File: src/rtl/uart_alu_pkg.sv
// rtl/uart_alu_pkg.sv - shared state encoding and defaults for the UART/ALU command sequencer
package uart_alu_pkg;

  localparam int NB_STATE              = 3;
  localparam int DEFAULT_TIMEOUT_TICKS = 640;

  typedef enum logic [NB_STATE-1:0] {
    ST_WAIT_A  = 3'd0,
    ST_WAIT_B  = 3'd1,
    ST_WAIT_OP = 3'd2,
    ST_SEND    = 3'd3,
    ST_WAIT_TX = 3'd4
  } state_t;

endpackage

File: src/rtl/uart_alu_ctrl_tick_timeout.sv
// rtl/uart_alu_ctrl_tick_timeout.sv - inter-byte tick counter with clear, enable and expire pulse
module tick_timeout #(
  parameter int TICKS = 640
) (
  input  logic i_clk,
  input  logic i_reset,
  input  logic i_tick,
  input  logic i_clear,
  input  logic i_enable,
  output logic o_expire
);

  localparam int NB_CNT = $clog2(TICKS);

  logic [NB_CNT-1:0] r_count;
  logic              w_last;

  assign w_last   = (r_count == NB_CNT'(TICKS - 1));
  // a clear in the same cycle (accepted byte) wins over the expiring tick
  assign o_expire = i_enable && i_tick && w_last && !i_clear;

  always_ff @(posedge i_clk or posedge i_reset) begin
    if (i_reset) begin
      r_count <= '0;
    end else if (i_clear || o_expire) begin
      r_count <= '0;
    end else if (i_enable && i_tick) begin
      r_count <= r_count + 1'b1;
    end
  end

endmodule

File: src/rtl/uart_alu_ctrl.sv
// rtl/uart_alu_ctrl.sv - collects A/B/opcode bytes, drives the ALU, launches the result on the transmitter
module uart_alu_ctrl
  import uart_alu_pkg::*;
#(
  parameter int NB_DATA       = 8,
  parameter int NB_OP         = 6,
  parameter int TIMEOUT_TICKS = DEFAULT_TIMEOUT_TICKS
) (
  input  logic               i_clk,
  input  logic               i_reset,
  input  logic               i_tick,
  input  logic [NB_DATA-1:0] i_rx_data,
  input  logic               i_rx_done,
  input  logic [NB_DATA-1:0] i_alu_result,
  output logic [NB_DATA-1:0] o_alu_a,
  output logic [NB_DATA-1:0] o_alu_b,
  output logic [NB_OP-1:0]   o_alu_op,
  output logic [NB_DATA-1:0] o_tx_data,
  output logic               o_tx_start,
  input  logic               i_tx_done,
  output logic               o_timeout,
  output logic               o_overrun
);

  state_t r_state;
  state_t w_next;

  logic               w_accept;
  logic               w_overrun;
  logic               w_expire;
  logic               w_enable;
  logic               w_clear;
  logic [NB_DATA-1:0] r_alu_a;
  logic [NB_DATA-1:0] r_alu_b;
  logic [NB_OP-1:0]   r_alu_op;
  logic [NB_DATA-1:0] r_tx_data;
  logic               r_tx_start;
  logic               r_timeout;
  logic               r_overrun;

  assign w_enable = (r_state == ST_WAIT_B) || (r_state == ST_WAIT_OP);
  assign w_clear  = w_accept || (r_state == ST_WAIT_A);

  tick_timeout #(
    .TICKS(TIMEOUT_TICKS)
  ) u_tick_timeout (
    .i_clk   (i_clk),
    .i_reset (i_reset),
    .i_tick  (i_tick),
    .i_clear (w_clear),
    .i_enable(w_enable),
    .o_expire(w_expire)
  );

  always_ff @(posedge i_clk or posedge i_reset) begin
    if (i_reset) begin
      r_state <= ST_WAIT_A;
    end else begin
      r_state <= w_next;
    end
  end

  always_comb begin
    w_next    = r_state;
    w_accept  = 1'b0;
    w_overrun = 1'b0;
    case (r_state)
      ST_WAIT_A: begin
        if (i_rx_done) begin
          w_accept = 1'b1;
          w_next   = ST_WAIT_B;
        end
      end
      ST_WAIT_B: begin
        if (i_rx_done) begin
          w_accept = 1'b1;
          w_next   = ST_WAIT_OP;
        end else if (w_expire) begin
          w_next = ST_WAIT_A;
        end
      end
      ST_WAIT_OP: begin
        if (i_rx_done) begin
          w_accept = 1'b1;
          w_next   = ST_SEND;
        end else if (w_expire) begin
          w_next = ST_WAIT_A;
        end
      end
      ST_SEND: begin
        w_overrun = i_rx_done;
        w_next    = ST_WAIT_TX;
      end
      ST_WAIT_TX: begin
        w_overrun = i_rx_done;
        if (i_tx_done) begin
          w_next = ST_WAIT_A;
        end
      end
      default: w_next = ST_WAIT_A;
    endcase
  end

  // i_alu_result has settled from the operand registers by the SEND cycle
  always_ff @(posedge i_clk or posedge i_reset) begin
    if (i_reset) begin
      r_alu_a    <= '0;
      r_alu_b    <= '0;
      r_alu_op   <= '0;
      r_tx_data  <= '0;
      r_tx_start <= 1'b0;
      r_timeout  <= 1'b0;
      r_overrun  <= 1'b0;
    end else begin
      if (w_accept && (r_state == ST_WAIT_A))  r_alu_a  <= i_rx_data;
      if (w_accept && (r_state == ST_WAIT_B))  r_alu_b  <= i_rx_data;
      if (w_accept && (r_state == ST_WAIT_OP)) r_alu_op <= i_rx_data[NB_OP-1:0];
      if (r_state == ST_SEND)                  r_tx_data <= i_alu_result;
      r_tx_start <= (r_state == ST_SEND);
      r_timeout  <= w_expire;
      r_overrun  <= w_overrun;
    end
  end

  assign o_alu_a    = r_alu_a;
  assign o_alu_b    = r_alu_b;
  assign o_alu_op   = r_alu_op;
  assign o_tx_data  = r_tx_data;
  assign o_tx_start = r_tx_start;
  assign o_timeout  = r_timeout;
  assign o_overrun  = r_overrun;

endmodule
File: config.mk
export PLATFORM = sky130hd
export DESIGN_NAME = uart_alu_ctrl
export DESIGN_NICKNAME = d
export VERILOG_FILES = /design/src/rtl/uart_alu_pkg.sv /design/src/rtl/uart_alu_ctrl_tick_timeout.sv /design/src/rtl/uart_alu_ctrl.sv
export SDC_FILE = /design/constraint.sdc
export NUM_CORES = 1
export LEC_CHECK = 0
export CORE_MARGIN = 3
export CORE_UTILIZATION = 45
export DETAILED_ROUTE_END_ITERATION = 7
export GPL_TIMING_DRIVEN = 0
export PLACE_DENSITY = 0.75
export SYNTH_ARGS = -nofsm -noshare
export SYNTH_HDL_FRONTEND = slang
export SYNTH_SLANG_ARGS = --single-unit
File: constraint.sdc
create_clock -name i_clk -period 2.2 [get_ports i_clk]
set_input_delay 0.55 -clock i_clk [delete_from_list [all_inputs] [get_ports i_clk]]
set_output_delay 0.55 -clock i_clk [all_outputs]
set_load 0.05 [all_outputs]
### Word level (Yosys, flattened, before mapping)

Index checks and enable logic that the tools add are counted.

| storage, ports and cells | value |
|---|---|
| word-level logic and storage cells | 43 |
| input port bits | 21 |
| register bits after elaboration | 46 |
| output and inout bits | 33 |

| operators by class | value |
|---|---|
| reduce and logical (&&, ||, !) cells | 15 |
| $add $sub $neg | 1 |
| eq/ne operators | 7 |
| multiplexer cells | 11 |

Operators with widths:

| cell | count |
|---|---|
| 2-to-1 mux 10 bit | 2 |
| 2-to-1 mux 3 bit | 5 |
| one-hot mux 3 bit (5 select lines) | 1 |
| adder 10 x 1 -> 10 bit (second input constant) | 1 |
| equality test 10 bit (second input constant) | 1 |
| equality test 3 x 2 -> 1 bit (second input constant) | 2 |
| logical AND 1 bit | 6 |
| inequality test 2 bit (second input constant) | 2 |
| equality test 3 x 1 -> 1 bit (second input constant) | 1 |
| equality test 3 bit (second input constant) | 1 |
| logical NOT 3 bit | 1 |
| logical OR 1 bit | 3 |
| 2-to-1 mux 1 bit | 3 |
| OR reduction 3 bit | 1 |
| AND reduction 2 bit | 1 |
| nonzero test 2 bit | 1 |
| OR reduction 2 bit | 1 |
| logical NOT 1 bit | 1 |

### Depth between registers and ports, before layout

Gate-level depths: netlist of run 1.

| logic depth | value |
|---|---|
| depth in word-level cells | 9 |
| mapped depth | 5 |
| mapped depth without buffers | 5 |

### By module

Synthesis of run 1 repeated with hierarchy kept, for this count alone.

| unflattened totals | value |
|---|---|
| cells, all modules | 151 |
| area, all modules | 2,010.7 um^2 |

Modules (own cells, without submodules):

| module | cells an instance | times used | area each (um^2) | seq. area each (um^2) |
|---|---|---|---|---|
| uart_alu_ctrl | 92 | 1 | 1,448.9 | 900.9 |
| tick_timeout | 59 | 1 | 561.8 | 250.2 |

### Worst setup path before layout of run 1

No wires, ideal clock.

| path | value |
|---|---|
| kind | input -> register |
| start | input port i_tick |
| end | register r_state[1] |
| slack | 400 ps |
| arrival | 1,673 ps |
| required time | 2,074 ps |
| library setup time | 126 ps |
| stages | 5 |
| buffers on the path | 1 |
| path through | nand2b_4 buf_6 or3_4 or2_1 a311o_1 |

| on the way | value |
|---|---|
| cells in the longest elaborated chain, start to end | 6 |
| elaborated cells between the ends (all ways) | 7 |
| those cells by class | mux: 4; reduce/logical: 3 |

Ends and longest elaborated chain:

| element | RTL line | text |
|---|---|---|
| start, declared | uart_alu_ctrl.sv:11 | `input logic i_tick,` |
| logical AND 1 bit * (3 in a row) | uart_alu_ctrl_tick_timeout.sv:20 | `assign o_expire = i_enable && i_tick && w_last && !i_clear;` |
| 2-to-1 mux 3 bit * | n/a |  |
| 2-to-1 mux 3 bit, on equally long branches | n/a |  |
| one-hot mux 3 bit (5 select lines) * | n/a |  |
| end signal, assigned | uart_alu_ctrl.sv:59 | `r_state <= w_next;` |
| end, declared | uart_alu_ctrl.sv:25 | `state_t r_state;` |

Every way passes the cells marked *; elsewhere a longest branch is shown, timed or not.
A chain may end at the register's enable or synchronous reset.

### Worst setup path in the final report of run 1

Ends and elaborated chain as after synthesis.

==> results of run 1 <==
==> cells by family after synthesis <==
group / share of synthesized area [%]
and+or+nand+nor: 16.6
DFF: 58.4
muxes: 12.6
AOI/OAI and AO/OA: 4.57
buffers and inverters: 2.67
xor gates and xnor gates: 4.51
adders and majority gates: 0.635
==> registers in the layout (all words and copies together), names as in the netlist <==
| register | count |
|---|---|
| o_timeout | 1 |
| o_alu_b | 8 |
| o_overrun | 1 |
| o_tx_data | 8 |
| o_alu_a | 8 |
| o_tx_start | 1 |
| o_alu_op | 6 |
| r_state | 3 |
| u_tick_timeout.r_count | 10 |
==> cells in the mapped netlist, drive strengths merged (2+ instances only) <==
| cell type | count | area [um2] |
|---|---|---|
| a21oi | 4 | 20.0 |
| nand2 | 29 | 109 |
| or3 | 4 | 30.0 |
| a21boi | 2 | 15.0 |
| mux2 | 22 | 248 |
| clkbuf | 3 | 11.3 |
| nand3 | 4 | 20.0 |
| nor2 | 13 | 48.8 |
| xnor2 | 8 | 88.8 |
| nand2b | 2 | 20.0 |
| inv | 2 | 7.51 |
| o21ai | 4 | 20.0 |
| buf | 3 | 30.0 |
| dfrtp | 46 | 1150 |
| nor4 | 4 | 25.0 |
==> metrics by stage <==
| stage | setup TNS (ns) | instance area (um2) | total power, mW | setup slack, ns |
|---|---|---|---|---|
| CTS | 0 | 2680 | 4.61 | 0.0794 |
| global placement | -15.00 | 2560 | 3.87 | -0.324 |
| floorplan | 0 | 1970 | 3.11 | 0.400 |
| global route | 0 | 2690 | 4.81 | 0.0496 |
| finish | 0 | 2690 | 4.57 | 0.0719 |
| detailed placement | -5.78 | 2560 | 3.95 | -0.346 |
==> routing by layer <==
layer | share of wire, % | track usage [%] | wire length (um) | vias to the layer above
met1 | 43 | 22.1 | 1850 | 721
met3 | 6.2 | 6.79 | 269 | 6
met5 | 0 | 0 | 0 | -
met2 | 50 | 30.6 | 2170 | 36
met4 | 1.3 | 6.26 | 58 | 0
li1 | - | - | - | 687
==> power groups by stage <==
stage / Sequential, mW / Clock, mW / Combinational [mW]
after global placement: 1.35 / 0 / 2.52
after floorplan: 2.38 / 0 / 0.729
after CTS: 1.38 / 0.640 / 2.60
after detailed placement: 1.38 / 0 / 2.57
final: 1.37 / 0.625 / 2.57
after global routing: 1.41 / 0.675 / 2.72
==> layout make-up <==
| class | instances | area, um2 |
|---|---|---|
| Clock buffer | 6 | 72.6 |
| Timing Repair Buffer | 53 | 531 |
| Clock inverter | 2 | 37.5 |
| Fill cell | 294 | 1430 |
| Inverter | 3 | 11.3 |
| Multi-Input combinational cell | 110 | 779 |
| Buffer | 6 | 41.3 |
| Sequential cell | 46 | 1150 |
| Tap cell | 50 | 62.6 |
==> worst register-to-register path, cell delays in order (launching register included) <==
cell	delay, ns
dfrtp_1	0.49
nand2b_4	0.19
buf_6	0.13
or3_4	0.41
or2_1	0.28
a311o_1	0.36
==> worst paths after layout <==
| check | start | endpoint | slack [ns] | depth (start not counted) |
|---|---|---|---|---|
| setup / recovery | i_tick | r_state[1]$_DFFE_PP0P_ | 0.07 | 6 |
| hold / removal | o_tx_data[7]$_DFFE_PP0P_ | o_tx_data[7]$_DFFE_PP0P_ | 0.49 | 2 |
| setup reg to reg | r_state[2]$_DFFE_PP0P_ | r_state[1]$_DFFE_PP0P_ | 0.24 | 5 |
| hold reg to reg | o_tx_data[7]$_DFFE_PP0P_ | o_tx_data[7]$_DFFE_PP0P_ | 0.49 | 2 |
| max in group asynchronous | i_reset | u_tick_timeout.r_count[6]$_DFFE_PP0P_ | 0.87 | 2 |
| min in group asynchronous | i_reset | o_alu_a[2]$_DFFE_PP0P_ | 0.77 | 2 |
==> flow_summary_export.csv, run 1 <==
group,metric,value,unit
route,ant_nets,0,
timing,whs,0.493,ns
floorplan,pin_count,54,
pwr,power.share.combinational,56.3,%
pwr,p_sw,2.11,mW
cts,cts_buffers,5,
setup_path,crit_type,"input pin to flip-flop",
timing,tightest_slew,0.911,ns
floorplan,die_h,72.2,um
placement,dp_hpwl,3130,um
finish,final_common_cell,"clkdlybuf4s50_1",
route,viasPerCell,5.25,
grt,grt_max_degree,47,
finish,drive_above_1_share,17.7,%
route,avgRoutedWirePerCell,15.8,um
route,drtIter0Drc,44,
pwr,seqPwrFrac,30.0,%
floorplan,core,4120,um2
cts,cts_buffer_depth,2,
pwr,p_int,2.46,mW
synthesis,ys_seq_area_share,58.4,%
synthesis,yosys_warnings,0,
cts,path_clk_slew,0.09,ns
floorplan,start_util,47.9,%
finish,final_util,65.3,%
synthesis,synth.distinct_cells,34,
cts,post_cts_buffers,0,
setup_path,endpoint_kind,"flip-flop",
finish,final_cell_mix,"clkdlybuf4s50_1 (53), dfrtp_1 (46), nand2_1 (29)",
synthesis,synth.ff_latch_count,46,
outcome,status,"finished clean",
setup_path,slowest_stage,"clkdlybuf4s50_1",
cts,cts.sinks,46,
setup_path,max_stage_delay,0.52,ns
route,vias,1450,
grt,gr-usage-all-layers,18.5,%
finish,layout.cells.non_filler,276,
synthesis,async_flop_share,100,%
synthesis,netlist_area,1970,um2
setup_path,cp.arrival,2.31,ns
finish,syn_to_final_growth,36.3,%
route,dr.pass1.iters,4,
cts,hold_buffers,0,
synthesis,avgSynthCellArea,11.9,um2
cts,cts_tree,"yes",
floorplan,std_cell_rows,23,
pwr,ir_drop,1.11,mV
timing,fin_skew,0.00485,ns
route,drc,0,
cts,clk_latency,0.29,ns
synthesis,syn-instance-count,165,
synthesis,syn_nets,187,
placement,portBuffers,53,
setup_path,worst-path-buf-inv,2,
setup_path,path_delay_family,"simple AND/OR/NAND/NOR gates",
grt,grt_pass1_vias,1553,
timing,setup_violations,0,
setup_path,crit_required,2.38,ns
timing,drv_slew,0,
route,drt-total-wl,4350,um
hold_path,hold_class,"flip-flop to flip-flop",
timing,fmax,0.470,GHz
pwr,pwr_density_cell,1700,nW/um2
cts,cts_resized,1,
pwr,leakagePower,1.12,nW
pwr,clockPowerShare,13.7,%
timing,timing.final.crit_share,96.7,%
synthesis,synth_edf_count,0,
setup_path,crit_chain,"clkdlybuf4s50_1 > nand2b_4 > buf_6 > or3_4 > or2_1 > a311o_1",
cts,h-tree-depth,2,
timing,rsz0062_at_grt,"no",
synthesis,synth_ff_type,"dfrtp_1",
grt,grt_antenna_before_repair,0,
timing,hold_violations,0,
timing,fin_crit,2.13,ns
setup_path,path_max_fanout,10,
finish,final_nets,247,
pwr,swShare,46.1,%
setup_path,worstSetupStartpointType,"input pin",
placement,gp_congestion,0.797,
floorplan,dieWidth,72.2,um
grt,gr-total-overflow,0,
timing,relSlewSlack,39.1,%
finish,n_antenna_cell,0,
placement,dp_cells,268,
run,drv_cap,0,
floorplan,dieArea,5210,um2
grt,grt_pass1_wl,7460,um
cts,root_buffer,"clkbuf_8",
Power figures use the tool's default switching activity.
==> run 2, diff against run 1 <==
==> constraint.sdc (replaced) <==
create_clock -name i_clk -period 2.2 [get_ports i_clk]
set_input_delay 0.55 -clock i_clk [delete_from_list [all_inputs] [get_ports i_clk]]
set_output_delay 0.55 -clock i_clk [all_outputs]
set_load 0.1 [all_outputs]
==> flow_summary_export.csv, run 2 (same netlist as run 1, synthesis figures left out) <==
group,metric,value,unit
outcome,status,"finished clean",
timing,rsz0062_at_grt,"no",
hold_path,min-delay-start,"o_tx_data[7]$_DFFE_PP0P_",
grt,grt_pass1_vias,1548,
setup_path,reg2reg_depth,5,
cts,root_buffer,"clkbuf_8",
finish,final_cell_mix,"dfrtp_1 (46), dlygate4sd2_1 (33), nand2_1 (29)",
hold_path,hold_class,"flip-flop to flip-flop",
setup_path,slowest_stage,"dlygate4sd2_1",
setup_path,path_delay_family,"buffers and inverters",
floorplan,core,4120,um2
floorplan,start_util,47.9,%
timing,tightest_slew,1.00,ns
floorplan,pin_count,54,
route,ant_nets,0,
finish,n_antenna_cell,0,
finish,final_common_cell,"dfrtp_1",
cts,cts_tree,"yes",
setup_path,worst-path-buf-inv,1,
finish,post-route-cell-area,2650,um2
grt,gr-usage-all-layers,18.2,%
timing,fmax,0.470,GHz
setup_path,cp.arrival,1.58,ns
floorplan,dieWidth,72.2,um
timing,timing.final.crit_share,96.8,%
placement,placed_area,2560,um2
hold_path,holdPathEnd,"o_tx_data[7]$_DFFE_PP0P_",
cts,path_clk_slew,0.09,ns
setup_path,worstSetupStartpointType,"flip-flop",
cts,cts_buffers,5,
route,avgRoutedWirePerCell,15.7,um
route,dr.pass1.iters,4,
setup_path,ff2ff_setup_slack,0.24,ns
timing,fin_skew,0.00572,ns
finish,syn_to_final_growth,34.2,%
route,drtIter0Drc,47,
route,viasPerCell,5.24,
floorplan,die_h,72.2,um
timing,fin_crit,2.13,ns
placement,gp_congestion,0.797,
finish,drive_above_1_share,17.7,%
finish,final_util,64.3,%
floorplan,std_cell_rows,23,
grt,grt_max_degree,47,
placement,portBuffers,53,
setup_path,path_max_fanout,2,
setup_path,max_stage_delay,0.90,ns
grt,grt_pass1_wl,7360,um
hold_path,whs_path_depth,2,
timing,hold_violations,0,
finish,largest_register_ffs,10,
run,drv_cap,0,
cts,cts_buffer_depth,2,
cts,clk_latency,0.30,ns
setup_path,crit_chain,"dlygate4sd2_1",
timing,setup_violations,0,
floorplan,dieArea,5210,um2
cts,cts.sinks,46,
placement,dp_hpwl,3130,um
cts,h-tree-depth,2,
grt,gr-total-overflow,0,
timing,drv_slew,0,
timing,relSlewSlack,33.4,%
route,drc,0,
setup_path,crit_cells,1,
setup_path,crit_type,"flip-flop to output port",
finish,largest-register,"u_tick_timeout.r_count",
route,vias,1445,
setup_path,r2r-end,"r_state[1]$_DFFE_PP0P_",
finish,final_nets,247,
setup_path,crit_required,1.65,ns
route,drt-total-wl,4340,um
grt,grt_antenna_before_repair,0,
setup_path,endpoint_kind,"output port",
setup_path,reg2reg_from,"r_state[2]$_DFFE_PP0P_",
==> run 2: layout make-up <==
cell class                 count  area (um2)
fill                         315        1470
sequential                    46        1150
multi-input combinational    110         779
timing repair buffer          53         489
clock buffer                   6        72.6
tap                           50        62.6
buffer                         6        41.3
clock inverter                 2        37.5
inverter                       3        11.3
==> run 2: how the worst max path moves through the flow <==
stage | to | slack [ns] | startpoint
after detailed placement | o_alu_a[3]$_DFFE_PP0P_ | -0.35 | i_rx_done
final | o_tx_data[2] | 0.07 | o_tx_data[2]$_DFFE_PP0P_
after global placement | o_alu_a[6]$_DFFE_PP0P_ | -0.32 | i_rx_done
after global routing | o_tx_data[2] | 0.02 | o_tx_data[2]$_DFFE_PP0P_
after CTS | o_tx_data[2] | 0.05 | o_tx_data[2]$_DFFE_PP0P_
after floorplan | r_state[1]$_DFFE_PP0P_ | 0.40 | i_tick
==> run 2: metal layers <==
| metal | track usage (%) | wire length (um) | share of wire (%) |
|---|---|---|---|
| met5 | 0 | 0 | 0 |
| met3 | 6.37 | 270 | 6.2 |
| met1 | 21.7 | 1840 | 42 |
| met2 | 30.6 | 2170 | 50 |
| met4 | 6.26 | 61 | 1.4 |
==> run 2: worst register-to-register path, cell delays in order (launching register included) <==
cell,delay [ns]
dfrtp_1,0.49
nand2b_4,0.19
buf_6,0.13
or3_4,0.41
or2_1,0.28
a311o_1,0.36
==> run 2: per-stage QoR <==
step / TNS, ns / instances / hold WS, ns / worst slack (ns)
final: 0 / 276 / 0.487 / 0.0713
after global routing: 0 / 276 / 0.512 / 0.0218
after CTS: 0 / 276 / 0.490 / 0.0460
after detailed placement: -5.78 / 268 / 0.469 / -0.346
after global placement: -15.00 / 268 / 0.459 / -0.324
after floorplan: 0 / 165 / 0.506 / 0.400
==> run 2: what timing repair did <==
action                                  CTS  global route
gates cloned                              0             0
resized for setup                        34             1
hold buffers                              0             0
pin swaps                                 0             0
endpoints found under the setup margin   41             1
buffers inserted                          0             0
Power of run 2 is not shown: default switching activity piles up to over one toggle a cycle in this logic, so the estimate is an artifact.
==> run 3, diff against run 2 <==
PLACE_DENSITY = 0.84   (was 0.75)
==> flow_summary_export.csv, run 3 (same netlist as run 1, synthesis figures left out) <==
group,metric,value,unit
outcome,status,"finished clean",
timing,fmax,0.478,GHz
grt,grt_pass1_wl,6620,um
timing,drv_slew,0,
floorplan,core,4120,um2
hold_path,min-delay-start,"o_tx_data[7]$_DFFE_PP0P_",
floorplan,pin_count,54,
floorplan,start_util,47.9,%
setup_path,reg2reg_from,"r_state[2]$_DFFE_PP0P_",
timing,hold_violations,0,
timing,rsz0062_at_grt,"no",
setup_path,worstSetupStartpointType,"input pin",
finish,n_antenna_cell,0,
timing,timing.final.crit_share,95.1,%
route,ant_nets,0,
run,drv_cap,0,
cts,cts_tree,"yes",
route,viasPerCell,5.06,
cts,post_cts_buffers,0,
timing,setup_violations,0,
route,drt-total-wl,3850,um
route,dr.pass1.iters,4,
route,vias,1401,
setup_path,path_delay_family,"simple AND/OR/NAND/NOR gates",
finish,final_util,64.7,%
setup_path,cp.arrival,2.27,ns
cts,cts_buffer_depth,2,
cts,h-tree-depth,2,
timing,relSlewSlack,34.4,%
cts,root_buffer,"clkbuf_8",
timing,tightest_slew,0.988,ns
route,drtIter0Drc,64,
cts,cts_buffers,5,
grt,grt_pass1_vias,1440,
setup_path,crit_type,"input pin to flip-flop",
grt,gr-total-overflow,0,
setup_path,crit_chain,"clkdlybuf4s50_1 > nand2b_4 > buf_6 > or3_4 > or2_1 > a311o_1",
placement,portBuffers,53,
finish,largest_register_ffs,10,
finish,largest-register,"u_tick_timeout.r_count",
hold_path,hold_class,"flip-flop to flip-flop",
setup_path,endpoint_kind,"flip-flop",
floorplan,die_h,72.2,um
cts,path_clk_slew,0.08,ns
finish,final_nets,248,
timing,setup_ws,0.107,ns
placement,pre_cts_ws,-0.435,ns
grt,grt_max_degree,33,
timing,fin_skew,0.00843,ns
floorplan,dieWidth,72.2,um
route,avgRoutedWirePerCell,13.9,um
timing,fin_crit,2.09,ns
finish,drive_above_1_share,18.1,%
setup_path,setup.worst_path.start,"i_tick",
cts,clk_latency,0.29,ns
floorplan,dieArea,5210,um2
cts,cts.sinks,46,
floorplan,std_cell_rows,23,
setup_path,worst-path-buf-inv,2,
finish,post-route-cell-area,2660,um2
setup_path,path_max_fanout,10,
setup_path,slowest_stage,"clkdlybuf4s50_1",
route,drc,0,
finish,final_common_cell,"dfrtp_1",
finish,fillers,338,
setup_path,max_stage_delay,0.50,ns
placement,dp_hpwl,2870,um
finish,final_cell_mix,"dfrtp_1 (46), dlygate4sd2_1 (33), nand2_1 (29)",
grt,gr-usage-all-layers,16.4,%
setup_path,crit_required,2.38,ns
placement,placed_area,2580,um2
grt,grt_antenna_before_repair,0,
finish,syn_to_final_growth,35.2,%
timing,whs,0.475,ns
placement,gp_congestion,0.746,
[run 3: layout make-up]
cell class	instances	area [um2]	area share, %
Buffer	6	41.3	1.55
Clock buffer	5	68.8	2.58
Clock inverter	3	43.8	1.64
Inverter	3	11.3	0.423
Multi-Input combinational cell	110	776	29.1
Sequential cell	46	1150	43.2
Tap cell	50	62.6	2.35
Timing Repair Buffer	54	509	19.1
[run 3: final timing paths]
kind | end | slack, ns | cells after the start
setup / recovery | r_state[1]$_DFFE_PP0P_ | 0.11 | 6
setup reg to reg | r_state[1]$_DFFE_PP0P_ | 0.25 | 5
min in group asynchronous | o_alu_a[0]$_DFFE_PP0P_ | 0.52 | 2
max in group asynchronous | o_tx_data[7]$_DFFE_PP0P_ | 1.20 | 3
hold / removal | o_tx_data[7]$_DFFE_PP0P_ | 0.47 | 2
hold reg to reg | o_tx_data[7]$_DFFE_PP0P_ | 0.47 | 2
[run 3: repair_timing]
item / 4_1_cts / 5_1_grt
endpoints found under the setup margin: 41 / 0
gates resized for setup: 34 / 0
endpoints found under the hold margin: 0 / 0
hold buffers: 0 / 0
[run 3: through the flow]
stage                     instances  setup TNS [ns]
after floorplan                 165               0
after global placement          268          -20.19
after detailed placement        269           -6.18
after CTS                       277               0
after global routing            277               0
final                           277               0
[run 3: metal layers]
metal | vias to the layer above | track usage, % | wire, um
met5 | - | 0 | 0
met4 | 0 | 6.26 | 53
met3 | 5 | 4.71 | 224
met2 | 38 | 26.4 | 1890
met1 | 677 | 20.9 | 1680
li1 | 681 | - | -
[run 3: worst min-delay path: stages, from the launching register on]
cell and delay (ns):
dfrtp_1 0.34, nand2_1 0.05, nand2_1 0.06
Power of run 3 is left out for the same reason.
